## src/rtl/sequential_multiplier_if.sv

```systemverilog
// -----------------------------------------------------------------------------
// sequential_multiplier_if
// Request/result bundle between a multiply requester and sequential_multiplier.
//   start   : request a multiply (requester -> multiplier)
//   a, b    : multiplicand / multiplier, captured when start is accepted
//   busy    : multiplier is iterating
//   done    : one-cycle pulse, product is final
//   product : live {hi, lo} product register, 2*width bits
// Modports: master = requester side, slave = multiplier side.
// -----------------------------------------------------------------------------
interface sequential_multiplier_if #(
   parameter int width = 8
);
   logic                 start;
   logic [width-1:0]     a;
   logic [width-1:0]     b;
   logic                 busy;
   logic                 done;
   logic [2*width-1:0]   product;

   modport master (
      output start, a, b,
      input  busy, done, product
   );

   modport slave (
      input  start, a, b,
      output busy, done, product
   );
endinterface

```

## src/rtl/sequential_multiplier.sv

```systemverilog
// -----------------------------------------------------------------------------
// sequential_multiplier
// Shift-and-add multiplier built around a single adder_subtractor. One partial
// product is accumulated per clock; a multiply takes width iterations and the
// result is flagged by a one-cycle done pulse (width+1 cycles after start).
//
// Ports:
//   clock : rising-edge clock
//   reset : synchronous, active-high reset (aborts any multiply in flight)
//   mul   : sequential_multiplier_if.slave (start, a, b, busy, done, product)
//
// Build option:
//   MULTIPLIER_SIGNED_EN : when defined, a, b and product are two's complement;
//                          otherwise they are unsigned. Ports and latency are
//                          identical in both builds.
//
// Also contains adder_subtractor: a b-bit adder whose second operand is
// XOR-ed with subtract and whose carry-in is subtract (a - b when subtract=1).
// -----------------------------------------------------------------------------

module adder_subtractor #(
   parameter int b = 8
) (
   input  logic [b-1:0] a_i,
   input  logic [b-1:0] b_i,
   input  logic         subtract_i,
   output logic [b-1:0] r_o,
   output logic         carry_o
);
   logic [b-1:0] b_eff;
   logic [b:0]   sum;

   always_comb begin
      b_eff = b_i ^ {b{subtract_i}};
      sum   = {1'b0, a_i} + {1'b0, b_eff} + {{b{1'b0}}, subtract_i};
   end

   assign r_o     = sum[b-1:0];
   assign carry_o = sum[b];
endmodule

module sequential_multiplier #(
   parameter int width = 8
) (
   input  logic                        clock,
   input  logic                        reset,
   sequential_multiplier_if.slave      mul
);
   localparam int CNT_W = $clog2(width) + 1;

   typedef enum logic [1:0] {
      IDLE = 2'd0,
      RUN  = 2'd1,
      DONE = 2'd2
   } state_t;

   state_t state_q, state_d;

   logic [width-1:0] m_q,  m_d;
   logic [width-1:0] hi_q, hi_d;
   logic [width-1:0] lo_q, lo_d;
   logic [CNT_W-1:0] count_q, count_d;

   logic             last_iter;
   logic             accept;
   logic [width-1:0] addend;
   logic             sub_step;
   logic [width-1:0] add_r;
   logic             add_carry;
   logic             top;

   assign last_iter = (count_q == CNT_W'(width - 1));
   // start is honoured only outside RUN; a re-pulse mid-multiply is dropped.
   assign accept    = mul.start && (state_q != RUN);

   // ---- adder stage: add m (or zero) into the accumulator ------------------
   assign addend = lo_q[0] ? m_q : '0;

`ifdef MULTIPLIER_SIGNED_EN
   // The multiplier's sign bit carries weight -2^(width-1), so the final
   // partial product is subtracted instead of added.
   assign sub_step = lo_q[0] && last_iter;

   logic [width-1:0] b_eff;
   assign b_eff = addend ^ {width{sub_step}};
   // True sign of the (width+1)-bit sum: sign-extend both operands and add.
   assign top   = hi_q[width-1] ^ b_eff[width-1] ^ add_carry;
`else
   assign sub_step = 1'b0;
   assign top      = add_carry;
`endif

   adder_subtractor #(
      .b (width)
   ) u_adder (
      .a_i        (hi_q),
      .b_i        (addend),
      .subtract_i (sub_step),
      .r_o        (add_r),
      .carry_o    (add_carry)
   );

   // ---- FSM: state register ------------------------------------------------
   always_ff @(posedge clock) begin
      if (reset) begin
         state_q <= IDLE;
      end else begin
         state_q <= state_d;
      end
   end

   // ---- FSM: next-state logic ----------------------------------------------
   always_comb begin
      state_d = state_q;
      unique case (state_q)
         IDLE:    state_d = mul.start ? RUN : IDLE;
         RUN:     state_d = last_iter ? DONE : RUN;
         DONE:    state_d = mul.start ? RUN : IDLE;
         default: state_d = IDLE;
      endcase
   end

   // ---- FSM: outputs -------------------------------------------------------
   always_comb begin
      mul.busy = (state_q == RUN);
      mul.done = (state_q == DONE);
   end

   assign mul.product = {hi_q, lo_q};

   // ---- datapath next-state ------------------------------------------------
   always_comb begin
      m_d     = m_q;
      hi_d    = hi_q;
      lo_d    = lo_q;
      count_d = count_q;
      if (accept) begin
         m_d     = mul.a;
         hi_d    = '0;
         lo_d    = mul.b;
         count_d = '0;
      end else if (state_q == RUN) begin
         // Shift the sum right by one; the consumed multiplier bit drops out
         // of lo while the low product bit shifts in from the top.
         {hi_d, lo_d} = {top, add_r, lo_q[width-1:1]};
         count_d      = count_q + CNT_W'(1);
      end
   end

   // ---- datapath registers -------------------------------------------------
   always_ff @(posedge clock) begin
      if (reset) begin
         m_q     <= '0;
         hi_q    <= '0;
         lo_q    <= '0;
         count_q <= '0;
      end else begin
         m_q     <= m_d;
         hi_q    <= hi_d;
         lo_q    <= lo_d;
         count_q <= count_d;
      end
   end
endmodule

```

## src/flat_wrapper.sv

```systemverilog
// flat-port wrapper written by rule: the top's interface ports become plain ports
module sequential_multiplier_flat 
#(
   parameter int width = 8
)
  (clock, reset, mul_start, mul_a, mul_b, mul_busy, mul_done, mul_product);
  sequential_multiplier_if #(.width(width)) mul_i ();
  input  logic clock;
  input  logic reset;
  input wire logic [$bits(mul_i.start)-1:0] mul_start;
  input wire logic [$bits(mul_i.a)-1:0] mul_a;
  input wire logic [$bits(mul_i.b)-1:0] mul_b;
  output wire logic [$bits(mul_i.busy)-1:0] mul_busy;
  output wire logic [$bits(mul_i.done)-1:0] mul_done;
  output wire logic [$bits(mul_i.product)-1:0] mul_product;
  assign mul_i.start = mul_start;
  assign mul_i.a = mul_a;
  assign mul_i.b = mul_b;
  assign mul_busy = mul_i.busy;
  assign mul_done = mul_i.done;
  assign mul_product = mul_i.product;
  sequential_multiplier #(.width(width)) u_core (.clock(clock), .reset(reset), .mul(mul_i));
endmodule
```

## config.mk

```make
export PLATFORM = sky130hd
export DESIGN_NAME = sequential_multiplier_flat
export DESIGN_NICKNAME = d
export VERILOG_FILES = /design/src/rtl/sequential_multiplier_if.sv /design/src/rtl/sequential_multiplier.sv /design/src/flat_wrapper.sv
export SDC_FILE = /design/constraint.sdc
export NUM_CORES = 1
export LEC_CHECK = 0
export CORE_MARGIN = 2
export CORE_UTILIZATION = 62
export CTS_BUF_LIST = sky130_fd_sc_hd__clkbuf_16
export DETAILED_ROUTE_END_ITERATION = 6
export DONT_BUFFER_PORTS = 1
export GPL_TIMING_DRIVEN = 0
export HOLD_SLACK_MARGIN = 0.12
export MAX_ROUTING_LAYER = met4
export PLACE_DENSITY = 0.78
export SETUP_SLACK_MARGIN = 0.4
export SYNTH_ARGS = -nofsm -noshare
export SYNTH_HDL_FRONTEND = slang
export SYNTH_SLANG_ARGS = --single-unit
```

## constraint.sdc

```tcl
create_clock -name clock -period 2.8 [get_ports clock]
set_input_delay 0.42 -clock clock [delete_from_list [all_inputs] [get_ports clock]]
set_output_delay 0.42 -clock clock [all_outputs]
set_load 0.01 [all_outputs]
```

# Word level (Yosys, flattened, before mapping)
# Index checks and enable logic that the tools add are counted.
[word_totals] reg_bits=30 input_bits=19 output_inout_bits=18 word_cells=22
[op_classes] addsub=2 eq_ne=4 mux=6 reduce_logical=5
[ops] cell="$mux 8" count=3
[ops] cell="$add 8x8->9" count=1
[ops] cell="$add 4x1->4 const B" count=1
[ops] cell="$eq 4x3->1 const B" count=1
[ops] cell="$pmux 2 s2" count=1
[ops] cell="$reduce_or 2->1" count=2
[ops] cell="$eq 2x1->1 const B" count=1
[ops] cell="$eq 2x2->1 const B" count=1
[ops] cell="$logic_not 2->1" count=1
[ops] cell="$mux 2" count=1
[ops] cell="$ne 2x1->1 const B" count=1
[ops] cell="$reduce_bool 2->1" count=1
[ops] cell="$logic_and 1x1->1" count=1
[ops] cell="$mux 1" count=1

# Logic depth before layout (Yosys ltp)
# Gate-level depths: netlist of the first run.
[logic_depth] word_depth=4 depth_mapped=7 depth_no_buf=7

# Hierarchy
# From an unflattened synthesis of the first run, not the netlist that was laid out.
[unflattened] hier_cells=192 area_unflattened_um2=1649.1
[modules_own_cells] module="sequential_multiplier" instances=1 cells_per_inst=144 area_per_inst_um2=1251.2 seq_area_each_um2=600.6
[modules_own_cells] module="adder_subtractor" instances=1 cells_per_inst=48 area_per_inst_um2=397.9 seq_area_each_um2=0.0

# Worst setup path after synthesis of the first run
# No wires, ideal clock.
[synth_path] path_kind="flip-flop to flip-flop" start="register u_core.lo_q[0]" end="register u_core.hi_q[5]" setup_time_ns=0.062 arrival_time_ns=2.100 required_ns=2.738 path_slack_ns=0.638 path_stages_with_launch=8 n_path_buf=0 synth_period_minus_slack_ns=2.162 path_cell_list="dfxtp_1 -> and2_1 -> ha_1 -> fa_1 -> a211o_1 -> a211o_1 -> a211o_1 -> nand3_1"
[synth_via] elab_chain_cells=2
[synth_lines] item="start, declared" line_no="sequential_multiplier.sv:61" source="logic [width-1:0] lo_q, lo_d;"
[synth_lines] item="start signal, assigned" line_no="sequential_multiplier.sv:160" source="lo_q <= lo_d;"
[synth_lines] item="$mux 8" line_no="sequential_multiplier.sv:77" source="assign addend = lo_q[0] ? m_q : '0;"
[synth_lines] item="$add 8x8->9" line_no="sequential_multiplier.sv:35" source="sum = {1'b0, a_i} + {1'b0, b_eff} + {{b{1'b0}}, subtract_i};"
[synth_lines] item="end signal, assigned" line_no="sequential_multiplier.sv:159" source="hi_q <= hi_d;"
[synth_lines] item="end, declared" line_no="sequential_multiplier.sv:60" source="logic [width-1:0] hi_q, hi_d;"
# No other way between the ends.
# A chain may end at the register's enable or synchronous reset.

# Worst setup path after layout of the first run
# Same ends and word-level chain as after synthesis.

==> summary.md, run 1 <==
| Metric | Value |
|---|---|
| CTS tree | `built` |
| Overall power | `0.001181 W` |
| Post-Synthesis Mean Instance Area | `8.675 sq um` |
| Synth cell types | `40` |
| Worst-Skew Late Latency | `270 ps` |
| Die width | `54.33 um` |
| Synth Area in XOR/XNOR | `2.231%` |
| Antenna Cells | `0` |
| VDD IR-drop max | `0.0006479 V` |
| Mapped Area | `1570 sq um` |
| Post-synthesis mux area share | `5.100%` |
| Global route hottest layer | `met2` |
| RR Startpoint | `u_core.lo_q[0]` |
| Reg clk slew, reported paths | `50 ps` |
| Syn Nets | `210` |
| Inserted Clock Buffers | `5` |
| Synth Area in Simple Gates | `22.63%` |
| Total wire length | `3535 um` |
| First-pass GRT wire length | `5602 um` |
| Post-synth EDFFs | `0` |
| Global Route met2 Usage | `44.38%` |
| Family with the most delay on the worst path | `compound AO/OA/AOI/OAI gates` |
| Syn Inst Count | `181` |
| Via count | `1,322` |
| CP Max Fanout | `10` |
| PortBufs | `0` |
| Compound-Gate Fraction of Synth Area | `18.73%` |
| Worst clock skew | `3.113 ps` |
| Total die area | `2951 sq um` |
| Layout net count | `217` |
| FP Rows | `18` |
| Final Max Tran Viols | `0` |
| CP endpoint kind | `flop` |
| Clock Tree Buf Depth | `2` |
| Vias in the first global route | `1,262` |
| Synth Flop Type | `dfxtp_1` |
| Yosys Warn Count | `0` |
| Core box area | `2432 sq um` |
| Worst Hold Path EP | `u_core.m_q[4]` |
| Crit-path cells | `and2_1, ha_1, fa_1, a211o_1, a211o_1, a211o_1, nand3_1` |
| Most frequent cell on the critical path | `a211o_1` |
| Max Cap Violations | `0` |
| Slew margin rel. | `60.40%` |
| Final setup fails | `0` |
| Vias per inst | `6.037` |
| Setup Fix Bufs, Post-CTS | `0` |
| Final TNS setup | `0 ps` |
| Worst EP arrival | `2560 ps` |
| Multi-input gate area | `897.1 sq um` |
| Reg2Reg Depth | `7` |
| Dpl ws | `440.6 ps` |
| Drt initial violations | `27` |
| Antenna Nets Post-Route | `0` |
| Worst hold path depth | `2` |
| Setup slack, reg-to-reg | `460 ps` |
| Tmin final | `2344 ps` |
| Crit path kind | `flop to flop` |
| Clock Sinks | `30` |
| Seq cells post-synth | `30` |
| Wire length per cell | `16.14 um` |
| Slowest stage delay, CP | `460 ps` |
| Final Hold Fails | `0` |
| CP Data Required Time | `3010 ps` |
| Chip height | `54.33 um` |
| Layout area overhead | `12.99%` |
| Finished Core Util | `72.94%` |
| Run status | `finished, final reports clean` |
| Initial Util | `64.56%` |
| Combinational family with the most area after synthesis | `simple AND/OR/NAND/NOR gates` |
| Buf/Inv on CP | `0` |
| Actual slew at the worst max-slew pin | `593.9 ps` |
| Critical path's slowest cell | `fa_1` |
| Met1 Use GR | `32.43%` |
| DP Wirelength | `2557 um` |
| DRC | `0` |
| GR Overflow Total | `0` |
| Critical R2R Capture | `u_core.hi_q[5]` |
| Crit path launch type | `flop` |
| Largest net degree at the start of global routing | `11` |
| Fill count | `188` |
| Sequential area share after synthesis | `38.25%` |
| I/O pins | `37` |
| Synth Area in Adders | `8.446%` |
| Global routing usage on met3 | `8.197%` |
| GP Congestion | `0.9290` |
| CTS resizes | `1` |
| # hold bufs at CTS | `0` |
| Layout cells sized above 1 | `9.524%` |
| Final WS setup | `455.6 ps` |
| Max Fclk | `426.5 MHz` |
| Hold_ws | `296.9 ps` |
| Clock tree root driver cell | `clkbuf_16` |
| Total track usage | `27.42%` |
| Async set or reset register ratio after synthesis | `0%` |
| Fin crit share | `83.73%` |
| Initial antenna violation count | `0` |
| Drt pass-1 iters | `4` |
| Setup repair after global routing missed its margin | `false` |
| Power Density | `665.8 nW/um^2` |
| Register Area | `601.8 sq um` |
| Hold Startpoint | `mul_a[4]` |
| H-Tree Depth | `2` |
| Hold Path Class | `primary input to flop` |
| P_leak | `0.7878 nW` |
-- state kept, by name, indices dropped and copies added, names as in the netlist --
register and cells:
u_core.m_q 8, u_core.hi_q 8, u_core.count_q 4, u_core.state_q 2
u_core.lo_q 8
-- worst max path at each step --
stage | cells past startpoint | slack (ps) | start | end
3_3_place_gp | 7 | 500 | u_core.lo_q[0] | u_core.hi_q[5]
6_report | 7 | 460 | u_core.lo_q[0] | u_core.hi_q[5]
5_1_grt | 7 | 400 | u_core.lo_q[0] | u_core.hi_q[5]
4_1_cts | 7 | 470 | u_core.lo_q[0] | u_core.hi_q[5]
2_1_floorplan | 7 | 640 | u_core.lo_q[0] | u_core.hi_q[5]
3_5_place_dp | 7 | 440 | u_core.lo_q[0] | u_core.hi_q[5]
-- synthesized netlist by cell type, types with 2 or more instances --
cell	number	share of area [%]
a211o_1	5	2.8
o21ai_1	2	0.64
a31oi_1	2	0.80
inv_1	3	0.72
and2_1	8	3.2
a211oi_1	11	5.3
ha_1	9	7.2
nand2_1	17	4.1
buf_1	2	0.48
mux2i_1	8	5.1
xnor2_1	2	1.1
nor3_1	5	1.6
nor2_1	14	3.3
buf_2	4	1.3
dfxtp_1	30	38
a21oi_1	14	4.5
nand4_1	2	0.80
nand3b_1	2	0.96
nand3_1	13	4.1
a21o_1	2	0.96
xor2_1	2	1.1
or3_1	2	0.80
clkbuf_1	4	0.96
nor4_1	2	0.80
-- worst reg2reg max path, stage by stage (launching register included) --
cell and delay [ps]:
dfxtp_2 370, and2_1 180, ha_1 230, fa_1 460
a211o_1 360, a211o_1 310, a211o_1 300, nand3_1 80
-- layer usage --
metal	up-vias	share of wire, %
met3	6	5.0
met5	-	0
met1	615	45
li1	664	-
met4	0	1.3
met2	37	49
-- layout make-up --
class,count,share of cell area [%]
sequential,30,33.92
inverter,4,0.8463
clock buffer,5,7.052
buffer,11,3.244
multi-input combinational,136,50.56
clock inverter,3,2.257
tap,30,2.116
-- cell families (layout without fill, tap and decap cells) --
| logic type | Yosys count | after routing |
|---|---|---|
| and+or+nand+nor | 71 | 71 |
| adders and majority gates | 10 | 10 |
| AOI/OAI and AO/OA | 43 | 43 |
| xor gates and xnor gates | 4 | 4 |
| muxes | 8 | 8 |
| DFF | 30 | 30 |
| buffers and inverters | 15 | 23 |
-- metrics by stage --
step / std cells / instance area (sq um)
2_1_floorplan: 181 / 1570
3_5_place_dp: 211 / 1608
4_1_cts: 219 / 1774
3_3_place_gp: 211 / 1608
6_report: 219 / 1774
5_1_grt: 219 / 1774
-- layout by cell type, fill, tap and decap left out, drive strengths merged, types with 4 or more instances in the layout --
master / instances
inv: 4
ha: 9
and2: 8
nand3: 14
a211oi: 11
nor2: 14
nor3: 5
dfxtp: 30
buf: 7
mux2i: 8
a211o: 5
clkbuf: 9
nand2: 17
a21oi: 14
-- power breakdown --
part	switching (W)	leakage [nW]	internal, W
logic	0.0000687	0.458	0.0000413
clock network	0.000179	0.0836	0.000415
registers	0.0000259	0.246	0.000451
total	0.000274	0.788	0.000908
Power figures use the tool's default switching activity.
==> run 2, diff against run 1 <==
==> constraint.sdc (replaced) <==
create_clock -name clock -period 2.4 [get_ports clock]
set_input_delay 0.36 -clock clock [delete_from_list [all_inputs] [get_ports clock]]
set_output_delay 0.36 -clock clock [all_outputs]
set_load 0.01 [all_outputs]
==> summary.md, run 2 (synthesis gave the netlist of run 1 again) <==
| Metric | Value |
|---|---|
| Psw | `0.0003107 W (+14%)` |
| Dpl ws | `314.4 ps (-126.3 ps)` |
| Final TNS setup | `0 ps (unchanged)` |
| Setup repair after global routing missed its margin | `true` |
| I/O pins | `37 (unchanged)` |
| Placed Area | `1629 sq um (+1.3%)` |
| CTS tree | `built` |
| Final Hold Fails | `0 (unchanged)` |
| Overall power | `0.001257 W (+6.4%)` |
| Logic gate share of total power | `10.5% (+1.2 points)` |
| GR Overflow Total | `0 (unchanged)` |
| Drt pass-1 iters | `4 (unchanged)` |
| VDD IR-drop max | `0.0006128 V (-5.4%)` |
| Setup crit start | `u_core.lo_q[0]` |
| RR Startpoint | `u_core.lo_q[0]` |
| Actual slew at the worst max-slew pin | `490.9 ps (-103.0 ps)` |
| Clock share of power | `45.2% (-5.1 points)` |
| Clock Sinks | `30 (unchanged)` |
| Fin crit share | `83.04% (-0.69 points)` |
| Initial Util | `64.56% (unchanged)` |
| Register Area | `604.3 sq um (+0.42%)` |
| Hold_ws | `236.5 ps (-60.44 ps)` |
| Power Density | `697.9 nW/um^2 (+4.8%)` |
| Hold Startpoint | `mul_a[0]` |
| Slowest stage delay, CP | `370 ps (-90 ps)` |
| Final setup fails | `0 (unchanged)` |
| Max Fclk | `501.8 MHz (+18%)` |
| Most frequent cell on the critical path | `a211o_1` |
| Crit path launch type | `flop` |
| Crit-path cells | `and2_4, ha_4, fa_2, a211o_1, a211o_1, a211o_1, nand3_1` |
| DRC | `0 (unchanged)` |
| Hold Path Class | `primary input to flop` |
| CP endpoint kind | `flop` |
| Critical R2R Capture | `u_core.hi_q[5]` |
| Worst EP arrival | `2200 ps (-360 ps)` |
| FP Rows | `18 (unchanged)` |
| Multi-input gate area | `925.9 sq um (+3.2%)` |
| Antenna Nets Post-Route | `0 (unchanged)` |
| Total wire length | `3692 um (+4.4%)` |
| Family with the most delay on the worst path | `compound AO/OA/AOI/OAI gates` |
| CP endpoint | `u_core.hi_q[5]` |
| Final Max Tran Viols | `0 (unchanged)` |
| Sequential share of power | `44.3% (+3.9 points)` |
| Max Cap Violations | `0 (unchanged)` |
| GP Congestion | `0.9282 (about the same)` |
| Vias in the first global route | `1,317 (+4.4%)` |
| Via count | `1,353 (+2.3%)` |
| Inserted Clock Buffers | `5 (unchanged)` |
| Worst clock skew | `4.809 ps (+1.696 ps)` |
| Crit path kind | `flop to flop` |
| Most frequent cells in the layout | `dfxtp_1, nand2_1, a21oi_1, nor2_1, nand3_1` |
| Antenna Cells | `0 (unchanged)` |
| Switching part of the total | `24.72% (+1.6 points)` |
| Layout net count | `221 (+1.8%)` |
| Largest net degree at the start of global routing | `11 (unchanged)` |
| Chip height | `54.33 um (unchanged)` |
| Reg clk slew, reported paths | `50 ps (about the same)` |
| Drt initial violations | `20 (-26%)` |
| Wire length per cell | `16.63 um (+3.0%)` |
| PortBufs | `0 (unchanged)` |
| Fill count | `197 (+4.8%)` |
| WP depth | `7 (unchanged)` |
| Core box area | `2432 sq um (unchanged)` |
| Layout area overhead | `14.66%` |
| Reg2Reg Depth | `7 (unchanged)` |
| CP Data Required Time | `2610 ps (-400 ps)` |
| Total die area | `2951 sq um (unchanged)` |
| Buf/Inv on CP | `0 (unchanged)` |
| P_int | `0.0009459 W (+4.2%)` |
| Run status | `finished, final reports clean` |
| Largest regs | `u_core.hi_q x8, u_core.lo_q x8, u_core.m_q x8` |
| H-Tree Depth | `2 (unchanged)` |
| Initial antenna violation count | `0 (unchanged)` |
| Setup slack, reg-to-reg | `410 ps (-50 ps)` |
| Layout cells sized above 1 | `12.50% (+3.0 points)` |
| Clock tree root driver cell | `clkbuf_16` |
| First-pass GRT wire length | `5747 um (+2.6%)` |
| Tmin final | `1993 ps (-351.5 ps)` |
| P_leak | `0.7923 nW (+0.57%)` |
| Worst-Skew Late Latency | `270 ps (about the same)` |
| Final WS setup | `407.1 ps (-48.47 ps)` |
| Die width | `54.33 um (unchanged)` |
| Commonest non-fill, non-tap cell in the layout | `dfxtp_1` |
| Critical path's slowest cell | `dfxtp_4` |
| DP Wirelength | `2621 um (+2.5%)` |
| Vias per inst | `6.095 (+0.96%)` |
| Clock Tree Buf Depth | `2 (unchanged)` |
| Slew margin rel. | `67.27% (+6.9 points)` |
| Post-route cell area | `1800 sq um (+1.5%)` |
| Total track usage | `28.68% (+1.3 points)` |
| CP Max Fanout | `7 (-3)` |
==> run 2: changes by cell type in the layout (fill, tap and decap cells not counted), sizes merged <==
cell | before | now
buf | 7 | 10
bufinv | 1 | 0
clkbuf | 9 | 10
clkinv | 2 | 1
inv | 4 | 5
==> run 2: timing repair <==
action / 4_1_cts / 5_1_grt
gates resized for setup: 0 / 3
pin swaps: 2 / 2
hold endpoints to repair: 0 / 0
endpoints found under the setup margin: 2 / 4
hold buffers: 0 / 0
buffers inserted: 2 / 2
==> run 2: worst min path at each step <==
stage	to	slack (ps)	depth (start not counted)
2_1_floorplan	u_core.m_q[1]	430	2
3_3_place_gp	u_core.m_q[2]	440	2
3_5_place_dp	u_core.m_q[1]	440	2
4_1_cts	u_core.m_q[0]	240	2
5_1_grt	u_core.m_q[2]	240	2
6_report	u_core.m_q[0]	240	2
==> run 2: cell type report <==
| cell class | instances | share of cell area, % |
|---|---|---|
| plain buffers | 11 | 3.197 |
| repair buffers | 4 | 1.529 |
| clock inverters | 2 | 0.4170 |
| multi-input cells | 136 | 51.42 |
| well taps | 30 | 2.085 |
| clock buffers | 5 | 6.949 |
| flip-flops and latches | 30 | 33.56 |
| inverters | 4 | 0.8339 |
==> run 2: worst reg2reg max path, stage by stage, from the launching register on <==
cell and delay (ps):
dfxtp_4 370, and2_4 150, ha_4 170, fa_2 340, a211o_1 280, a211o_1 300
a211o_1 260, nand3_1 80
==> run 2: power by group through the flow <==
| stage | logic (W) | registers [W] | clock network, W |
|---|---|---|---|
| final | 0.000133 | 0.000557 | 0.000567 |
| after global routing | 0.000148 | 0.000560 | 0.000590 |
| after global placement | 0.000122 | 0.000565 | 0 |
| after floorplan | 0.000102 | 0.000560 | 0 |
| after CTS | 0.000132 | 0.000557 | 0.000571 |
| after detailed placement | 0.000127 | 0.000567 | 0 |
==> run 2: metal layers <==
layer | up-vias | global-route usage (%) | share of wire (%)
li1 | 678 | - | -
met1 | 633 | 32.15 | 43
met2 | 35 | 47.19 | 51
met3 | 7 | 7.650 | 4.0
met4 | 0 | 13.75 | 1.8
met5 | - | - | 0
==> run 2: per-stage QoR <==
| step | cells | utilization, % |
|---|---|---|
| 2_1_floorplan | 181 | - |
| 3_3_place_gp | 211 | 66.98 |
| 3_5_place_dp | 211 | 66.98 |
| 4_1_cts | 220 | 72.89 |
| 5_1_grt | 222 | 74.02 |
| 6_report | 222 | 74.02 |
==> run 3, diff against run 2 <==
--- a/config.mk
+++ b/config.mk
@@ -6,14 +6,14 @@
 export NUM_CORES = 1
 export LEC_CHECK = 0
 export CORE_MARGIN = 2
-export CORE_UTILIZATION = 62
+export CORE_UTILIZATION = 56
 export CTS_BUF_LIST = sky130_fd_sc_hd__clkbuf_16
 export DETAILED_ROUTE_END_ITERATION = 6
 export DONT_BUFFER_PORTS = 1
 export GPL_TIMING_DRIVEN = 0
 export HOLD_SLACK_MARGIN = 0.12
 export MAX_ROUTING_LAYER = met4
-export PLACE_DENSITY = 0.78
+export PLACE_DENSITY = 0.74
 export SETUP_SLACK_MARGIN = 0.4
 export SYNTH_ARGS = -nofsm -noshare
 export SYNTH_HDL_FRONTEND = slang
==> constraint.sdc (replaced) <==
create_clock -name clock -period 1.8 [get_ports clock]
set_input_delay 0.27 -clock clock [delete_from_list [all_inputs] [get_ports clock]]
set_output_delay 0.27 -clock clock [all_outputs]
set_load 0.01 [all_outputs]
==> summary.md, run 3 (synthesis gave the netlist of run 1 again) <==
| Metric | Value |
|---|---|
| Total die area | `3244 sq um (+9.9%)` |
| Hold_ws | `145.5 ps (-91.05 ps)` |
| Max Fclk | `495.8 MHz (-1.2%)` |
| Clock tree root driver cell | `clkbuf_16` |
| RR Startpoint | `u_core.lo_q[0]` |
| Layout net count | `223 (+0.90%)` |
| Final Non-Filler Cells | `226 (+1.8%)` |
| Fill count | `214 (+8.6%)` |
| GP Congestion | `0.9126 (-1.7%)` |
| Power Density | `904.1 nW/um^2 (+30%)` |
| Register Area | `604.3 sq um (unchanged)` |
| Setup slack, reg-to-reg | `-220 ps (-620 ps)` |
| Chip height | `56.96 um (+4.8%)` |
| Critical path's slowest cell | `dfxtp_4` |
| Final WS setup | `-217.1 ps (-624.2 ps)` |
| CP endpoint kind | `flop` |
| Worst Hold Path EP | `u_core.m_q[1]` |
| Crit path launch type | `flop` |
| Multi-input gate area | `978.4 sq um (+5.7%)` |
| Largest regs | `u_core.hi_q x8, u_core.lo_q x8, u_core.m_q x8` |
| Hold Startpoint | `mul_a[1]` |
| DRC | `0 (unchanged)` |
| Vias in the first global route | `1,357 (+3.0%)` |
| Drt initial violations | `44 (+120%)` |
| Most frequent cells in the layout | `dfxtp_1, nand2_1, nor2_1, a21oi_1, nand3_1` |
| Worst clock skew | `3.575 ps (-1.234 ps)` |
| Wire length per cell | `17.00 um (+2.2%)` |
| H-Tree Depth | `2 (unchanged)` |
| Actual slew at the worst max-slew pin | `486.7 ps (-4.187 ps)` |
| PortBufs | `0 (unchanged)` |
| Worst EP arrival | `2230 ps (+30 ps)` |
| GR Overflow Total | `0 (unchanged)` |
| Dpl cells | `212 (+0.47%)` |
| CP Max Fanout | `7 (unchanged)` |
| P_leak | `0.8120 nW (+2.5%)` |
| Die width | `56.96 um (+4.8%)` |
| Fin crit share | `112.1% (+29 points)` |
| # hold bufs at CTS | `0 (unchanged)` |
| Crit path kind | `flop to flop` |
| Tmin final | `2017 ps (+24.17 ps)` |
| Worst hold path depth | `2 (unchanged)` |
| Reg2Reg Depth | `7 (unchanged)` |
| Clock Sinks | `30 (unchanged)` |
| Finished Core Util | `70.73% (-3.3 points)` |
| Final TNS setup | `-701.0 ps (-701.0 ps)` |
| Inserted Clock Buffers | `5 (unchanged)` |
| Worst-Skew Late Latency | `270 ps (about the same)` |
| Slew margin rel. | `67.55% (+0.27 points)` |
| Dpl ws | `-286.6 ps (-601.0 ps)` |
| Vias per inst | `6.301 (+3.4%)` |
| Commonest non-fill, non-tap cell in the layout | `dfxtp_1` |
| Hold Path Class | `primary input to flop` |
| VDD IR-drop max | `0.0008734 V (+43%)` |
| CP Data Required Time | `2020 ps (-590 ps)` |
| Failing checks | `negative setup slack` |
| Run status | `complete, but fails checks` |
| First-pass GRT wire length | `6258 um (+8.9%)` |
| Final Hold Fails | `0 (unchanged)` |
| Clock Tree Buf Depth | `2 (unchanged)` |
| Total track usage | `25.68% (-3.0 points)` |
| Final Max Tran Viols | `0 (unchanged)` |
| DP Wirelength | `2568 um (-2.0%)` |
| Max Cap Violations | `0 (unchanged)` |
| Core box area | `2710 sq um (+11%)` |
| Initial antenna violation count | `0 (unchanged)` |
| Antenna Cells | `0 (unchanged)` |
| Reg clk slew, reported paths | `50 ps (about the same)` |
| Critical R2R Capture | `u_core.hi_q[5]` |
| FP Rows | `19 (+1)` |
| Largest net degree at the start of global routing | `11 (unchanged)` |
| Initial Util | `57.94% (-6.6 points)` |
| Most frequent cell on the critical path | `a211o_1` |
| Drt pass-1 iters | `5 (+1)` |
| Via count | `1,424 (+5.2%)` |
| Layout area overhead | `22.07%` |
| Setup repair after global routing missed its margin | `true` |
| I/O pins | `37 (unchanged)` |
| Crit-path cells | `and2_4, ha_4, fa_2, a211o_1, a211o_1, a211o_1, nand3_1` |
| Slowest stage delay, CP | `370 ps (about the same)` |
| Final setup fails | `4 (+4)` |
| Layout cells sized above 1 | `19.49% (+7.0 points)` |
| CTS tree | `built` |
| Total wire length | `3843 um (+4.1%)` |
| Antenna Nets Post-Route | `0 (unchanged)` |
[run 3: cell count changes in the layout (fill, tap and decap cells not counted), sizes merged]
cell,before,now
inv,5,4
clkinv,1,2
clkbuf,10,12
clkinvlp,0,1
[run 3: metrics by stage]
| step | instance area [sq um] | power, W |
|---|---|---|
| 2_1_floorplan | 1607 | 0.0008848 |
| 3_3_place_gp | 1645 | 0.0009196 |
| 3_5_place_dp | 1645 | 0.0009275 |
| 4_1_cts | 1846 | 0.001723 |
| 5_1_grt | 1917 | 0.001796 |
| 6_report | 1917 | 0.001733 |
[run 3: worst max path at each step]
stage,cells after the start,from,to,slack [ps]
floorplan,7,u_core.lo_q[0],u_core.hi_q[5],-170
global placement,7,u_core.lo_q[0],u_core.hi_q[7],-260
detailed placement,7,u_core.lo_q[0],u_core.hi_q[7],-290
CTS,7,u_core.lo_q[0],u_core.hi_q[7],-180
global route,7,u_core.lo_q[0],u_core.hi_q[7],-290
finish,7,u_core.lo_q[0],u_core.hi_q[5],-220
[run 3: routing by layer]
layer	vias to the layer above	track usage, %	routed length [um]
li1	685	-	-
met1	678	30.74	1622
met2	49	40.39	1892
met3	12	6.576	229
met4	0	12.29	99
met5	-	-	0
[run 3: what timing repair did]
item / CTS / global route
setup endpoints to repair: 9 / 27
cloned: 0 / 1
gates resized for setup: 7 / 13
pin swaps: 6 / 4
buffers inserted: 4 / 1
endpoints found under the hold margin: 0 / 0
[run 3: critical path, delay by kind of cell, from the launching register on]
family	cells	cell delay, ps
adders and majority gates	2	500
DFF	1	370
AOI/OAI and AO/OA	3	870
and+or+nand+nor	2	220
[run 3: area by class of cell]
cell class | count | share of cell area, %
Timing Repair Buffer | 6 | 3.133
Clock inverter | 3 | 0.8486
Clock buffer | 5 | 6.527
Sequential cell | 30 | 31.53
Inverter | 4 | 1.044
Tap cell | 31 | 2.023
Multi-Input combinational cell | 136 | 51.04
Buffer | 11 | 3.851
[run 3: report_power, final]
part           switching, W  internal, W  total [W]
registers         0.0000407     0.000702   0.000742
clock network      0.000285     0.000503   0.000788
logic              0.000117    0.0000859   0.000203
